[src/rtl/frac_lut_k_shadow_cfg.sv]
// K-input fracturable LUT with a scan-loaded config chain and an atomically committed shadow copy.
// Optional even-parity check on commit is enabled by defining FRAC_LUT_PARITY_EN.
module frac_lut_k_shadow_cfg #(
  parameter int K = 6
) (
  input  logic         prog_clk,
  input  logic         pReset,
  input  logic [0:K-1] in,
  input  logic         ccff_head,
  input  logic         ccff_en,
  input  logic         cfg_commit,
  output logic [0:1]   lut_frac_out,
  output logic         lut_out,
  output logic         ccff_tail,
  output logic         cfg_valid,
  output logic         cfg_err
);
  localparam int N = 2**K;
`ifdef FRAC_LUT_PARITY_EN
  localparam int L = N + 2;
`else
  localparam int L = N + 1;
`endif
  localparam int CW = $clog2(L + 1);

  typedef enum logic {UNCFG, ACTIVE} state_t;

  logic [0:L-1]  chain;
  logic [CW-1:0] cnt;
  logic [0:N-1]  sh_sram;
  logic          sh_mode;
  state_t        state;
  logic          parity_ok;
  logic          commit_ok;

`ifdef FRAC_LUT_PARITY_EN
  assign parity_ok = ~^chain;
`else
  assign parity_ok = 1'b1;
`endif

  // Commit judges the pre-edge chain and count, even when a shift lands on the same edge.
  assign commit_ok = (cnt == CW'(L)) && parity_ok;

  always_ff @(posedge prog_clk or negedge pReset) begin
    if (!pReset) begin
      chain <= '0;
      cnt   <= '0;
    end else begin
      if (ccff_en)
        chain <= {ccff_head, chain[0:L-2]};
      if (cfg_commit)
        cnt <= ccff_en ? CW'(1) : '0;
      else if (ccff_en && cnt != CW'(L))
        cnt <= cnt + 1'b1;
    end
  end

  always_ff @(posedge prog_clk or negedge pReset) begin
    if (!pReset) begin
      state   <= UNCFG;
      sh_sram <= '0;
      sh_mode <= 1'b0;
      cfg_err <= 1'b0;
    end else if (cfg_commit) begin
      if (commit_ok) begin
        sh_sram <= chain[0:N-1];
        sh_mode <= chain[N];
        cfg_err <= 1'b0;
        state   <= ACTIVE;
      end else begin
        cfg_err <= 1'b1;
      end
    end
  end

  assign cfg_valid = (state == ACTIVE);
  assign ccff_tail = chain[L-1];

  logic [K-2:0] idx;
  logic [K-1:0] hi_idx;
  logic         lo, hi;

  // in[0] is the index LSB even though the port is declared ascending.
  always_comb begin
    idx = '0;
    for (int j = 0; j < K-1; j++) idx[j] = in[j];
  end

  assign hi_idx = {1'b1, idx};
  assign lo     = sh_sram[{1'b0, idx}];
  assign hi     = sh_sram[hi_idx];

  assign lut_frac_out = cfg_valid ? {lo, hi} : 2'b00;
  assign lut_out      = cfg_valid & (sh_mode ? lo : (in[K-1] ? hi : lo));
endmodule

[config.mk]
export PLATFORM = sky130hd
export DESIGN_NAME = frac_lut_k_shadow_cfg
export DESIGN_NICKNAME = d
export VERILOG_FILES = /design/src/rtl/frac_lut_k_shadow_cfg.sv
export SDC_FILE = /design/constraint.sdc
export NUM_CORES = 1
export LEC_CHECK = 0
export BUFFER_PORTS_ARGS = -buffer_cell sky130_fd_sc_hd__clkbuf_2
export CORE_UTILIZATION = 61
export DETAILED_ROUTE_END_ITERATION = 10
export HOLD_SLACK_MARGIN = 0.1
export PLACE_DENSITY = 0.75
export SLEW_MARGIN = 20
export SYNTH_ARGS = -nofsm -noshare
export SYNTH_HDL_FRONTEND = slang
export SYNTH_SLANG_ARGS = --single-unit
[constraint.sdc]
create_clock -name prog_clk -period 2.5 [get_ports prog_clk]
set_input_delay 0.125 -clock prog_clk [delete_from_list [all_inputs] [get_ports prog_clk]]
set_output_delay 0.125 -clock prog_clk [all_outputs]
set_load 0.02 [all_outputs]
* After elaboration in Yosys (flattened, before gate mapping)
Cells that the tools add are included.
** Storage, ports and cells
- Flip-flop bits (word level) :: 139
- Input port bits :: 11
- Output and inout port bits :: 6
- Word-level logic and storage cells :: 30
** Cells by class
- Bitwise operators :: 3
- Eq/ne operators :: 2
- Muxes and demuxes :: 13
- Reductions and logical operators :: 3
- Magnitude comparators :: 2
- $add $sub $neg :: 1
** Operators by type and width (number)
- 7-bit >= comparator, second input constant :: 2
- 7-bit 2-to-1 mux :: 2
- 1-bit binary-select mux with 6-bit select :: 2
- 1-bit 2-to-1 mux :: 8
- 7-bit by 1-bit adder with 7-bit output, second input constant :: 1
- 7-bit == test, second input constant :: 1
- 7-bit inequality test, second input constant :: 1
- 5-bit inverter with 7-bit output :: 1
- 6-bit inverter with 7-bit output :: 1
- 2-bit 2-to-1 mux :: 1
- 2-bit AND reduction :: 1
- 2-bit nonzero test :: 1
- 1-bit AND :: 1
- 1-bit logical AND :: 1

* Longest topological paths before layout
- Word-level depth :: 7
- Mapped depth :: 7
- Mapped depth without buffers :: 6

* Worst setup path before layout
Ideal clock, no wire load.
- Kind :: input port to output port
- Start point :: in in[0] (netlist bit)
- End point :: out lut_out
- Stages on the path :: 6
- Path buffers :: 1
- Data required time :: 2.375 ns
- Arrival time :: 1.953 ns
- Slack :: 0.422 ns
- Path through :: buf_2 -> mux4_1 -> mux2_2 -> or3_1 -> o2111a_1 -> mux2_4
** On the way
- Word-level cells in the longest chain between the ends :: 7
- Elaborated cells between the ends (all ways) :: 11
- Classes of those cells :: 8 x mux; 3 x bitwise
** RTL lines
- start: declaration :: RTL line 8 : input logic [0:K-1] in,
- 5-bit inverter with 7-bit output (implied by the code) / 6-bit inverter with 7-bit output (equally long branches) :: RTL line 91, 92
- 1-bit binary-select mux with 6-bit select (on tied branches) :: RTL line 91, 92
- 1-bit 2-to-1 mux (on tied branches) (2 in series) :: RTL line 91, 92
- 1-bit 2-to-1 mux :: RTL line 95 : assign lut_out = cfg_valid & (sh_mode ? lo : (in[K-1] ? hi : lo));
- 1-bit 2-to-1 mux * :: RTL line 95
- 1-bit AND * :: RTL line 95
- end: declaration :: RTL line 13 : output logic lut_out,
Mark *: on every way between the ends. The rest lies on a longest branch, timed or not. The select of a mux whose other input is x is not followed.

* Worst setup path in the final report
- Start point :: reg sh_sram[0] (netlist bit)
- End point :: out lut_out
** On the way
- Word-level cells in the longest chain between the ends :: 6
- Elaborated cells between the ends (all ways) :: 9
- Classes of those cells :: 8 x mux; 1 x bitwise
** RTL lines
- start: declaration :: RTL line 30 : logic [0:N-1] sh_sram;
- start signal: assignment :: RTL line 67 : sh_sram <= chain[0:N-1];
- 1-bit binary-select mux with 6-bit select (on tied branches) :: RTL line 91, 92
- 1-bit 2-to-1 mux (on tied branches) (2 in series) :: RTL line 91, 92
- 1-bit 2-to-1 mux :: RTL line 95
- 1-bit 2-to-1 mux * :: RTL line 95
- 1-bit AND * :: RTL line 95
Marked as above.

==> flow_summary.yaml <==
run_status:
  violations: "setup timing"
  status: "finished with violations"
sta:
  max-slew-margin-rel_pct: 61.2
  period_minus_slack_ns: 2.69
  setup-violations-final: 1
  final-hold-violation-count: 0
  worst_pin_slew_ns: 0.582
  clock_skew_ns: 0.00785
  setup_tns_ns: -0.189
  setup_slack_ns: -0.189
  period_share_pct: 108
  slew_viol_final: 0
  rsz0062_at_grt: "true"
  timing.fmax_ghz: 0.372
  fin_hold_ws_ns: 0.134
synth:
  synth_top_area_share_pct: 59.9
  ys_types: 29
  synth-seq-cells: 139
  yosysWarningCount: 0
  netlist_top_cells_area: "dfrtp_1 (60%), mux2_2 (26%), mux4_1 (6.3%)"
  synthesis.nets: 365
  yosys.area.top_type: "dfrtp_1"
  syn_area_um2: 5810
  yosysSeqAreaShare_pct: 59.9
  postSynthAreaPerCell_um2: 16.5
  synth_cells: 352
setup_path:
  regToRegSetupSlack_ns: 0.62
  cp.required_ns: 2.38
  arrival_ns: 2.56
  crit_type: "register to output pin"
  start_kind: "register"
  critical_path.endpoint_type: "output pin"
  cp_max_fo: 2
pwr:
  power.density_nw_per_um2: 838
  ir_drop_v: 0.000650
  power.share.sequential_pct: 46.5
  p_sw_mw: 1.22
  finalPower_mw: 5.62
  p_leak_nw: 3.37
  p_int_mw: 4.40
  clkPwrFrac_pct: 47.2
  swShare_pct: 21.7
  p_comb_share_pct: 6.3
grt:
  grt_pass1_wl_um: 16500
  grt_overflow: 0
  antenna_found_initial: 0
  grt_pass1_vias: 3153
  gr-usage-all-layers_pct: 22.8
  grt_start_max_net_pins: 67
cts:
  cts_buffer_depth: 2
  h-tree-depth: 4
  numCtsBuffers: 17
  tritoncts: "built"
  clkTransAtPathRegs_ns: 0.06
  clk-insertion-delay-late_ns: 0.53
  cts_root_buffer: "clkbuf_8"
  clkSinkCount: 139
layout:
  nets: 391
  area_delta_synth_final_pct: 15.4
  fin_util_pct: 72.6
  diodes: 0
  drive_above_1_share_pct: 50.4
  postLayoutCellArea_um2: 6710
  fin_cells: 518
placed_design:
  hpwl_um: 5740
  post-place-ws_ns: 0.204
  placed_cells: 483
  gp_congestion: 0.758
  io_buffer_count: 16
  placed_area_um2: 6040
drt:
  drtPass1Iterations: 4
  drt-total-wl_um: 9780
  drc: 0
  route.vias.total: 3011
  drtAntennaViolNets: 0
  routedWlPerCell_um: 18.9
  viasPerCell: 5.81
  drt_iter0_markers: 98
floorplan:
  io_pins: 17
  start_util_pct: 62.9
  num_rows: 35
  coreArea_um2: 9240
  die_w_um: 99.6
  die_area_um2: 9920
  die_y_um: 99.6
hold_path:
  hp-class: "input pin to async pin"
run:
  maxCapViolCount: 0
-- path summary, 6_finish.rpt --
| path | endpoint | cells after the start | startpoint |
|---|---|---|---|
| min | sh_sram[59]$_DFFE_PN0P_ | 2 | pReset |
| max | lut_out | 5 | sh_sram[0]$_DFFE_PN0P_ |
| max in group asynchronous | sh_sram[28]$_DFFE_PN0P_ | 3 | pReset |
| min reg2reg | cfg_err$_DFFE_PN0P_ | 1 | cfg_err$_DFFE_PN0P_ |
| min in group prog_clk | chain[22]$_DFFE_PN0P_ | 2 | ccff_en |
| max reg2reg | sh_sram[53]$_DFFE_PN0P_ | 4 | cnt[4]$_DFFE_PN0P_ |
-- final cells by class --
cell class / instances / area [um^2]
Inverter: 3 / 11.3
Clock buffer: 18 / 428
Tap cell: 129 / 161
Timing Repair Buffer: 27 / 224
Sequential cell: 139 / 3480
Fill cell: 581 / 2530
Multi-Input combinational cell: 190 / 2200
Clock inverter: 12 / 198
-- cells in the mapped netlist --
library cell  count
mux2_4            1
or3_1             1
mux2_2          132
buf_1            12
o21a_1            1
buf_12            1
nand4_1           3
dfrtp_1         139
o21ai_0           2
mux4_1           14
inv_1             3
a31oi_1           2
mux2i_1           2
nand3_1           1
clkbuf_1          5
ha_1              2
a211oi_1          1
a311oi_1          1
nor4_1            1
buf_2             1
xor2_1            5
buf_6             1
and3_1            2
o2111a_1          1
nand2b_1          3
nor2_1            7
o31ai_1           1
mux4_2            4
nand2_1           3
-- power by group through the flow --
stage          sequential (mW)  clock [mW]  combinational (mW)
3_3_place_gp              2.65           0               0.339
2_1_floorplan             2.59           0               0.261
3_5_place_dp              2.66           0               0.353
5_1_grt                   2.65        2.79               0.392
4_1_cts                   2.62        2.70               0.361
6_report                  2.61        2.65               0.353
-- what timing repair did --
item                                   CTS  global route
buffers inserted                         2             0
endpoints found under the hold margin  148             0
resized for setup                        6             3
pin swaps                                1             1
hold buffers                             3             0
setup endpoints to repair                2             2
-- logic make-up after synthesis --
family / Yosys count / synth area share (%)
flops: 139 / 59.9
fa+ha+maj: 2 / 0.431
buf+inv: 23 / 1.92
simple gates: 21 / 1.81
compound gates: 9 / 1.12
xor+xnor: 5 / 0.754
mux: 153 / 34.1
-- flip-flops by register name, summed over array words and instances, names as in the netlist --
name	flops
sh_sram	64
cfg_valid	1
cfg_err	1
chain	65
sh_mode	1
cnt	7
-- worst max-delay path: stages (launching register included) --
cell,delay [ns]
dfrtp_1,0.40
mux4_2,0.46
mux4_2,0.48
o2111a_2,0.29
mux2_4,0.28
buf_8,0.13
-- placed cells by master (no fill, tap or decap), types with 5 or more instances in the layout --
master	instances
dfrtp_1	139
clkbuf_16	16
xor2_1	5
mux4_2	8
mux2_2	132
mux4_1	10
buf_4	5
clkbuf_2	12
nor2_1	7
bufinv_16	5
-- metal layers --
metal / vias up / global-route usage [%] / part of all wire, %
met5: - / 0 / 0
met4: 0 / 10.5 / 2.0
met3: 22 / 6.04 / 3.0
met2: 46 / 34.3 / 48
met1: 1591 / 31.4 / 47
li1: 1352 / - / -
Power figures use the tool's default switching activity.
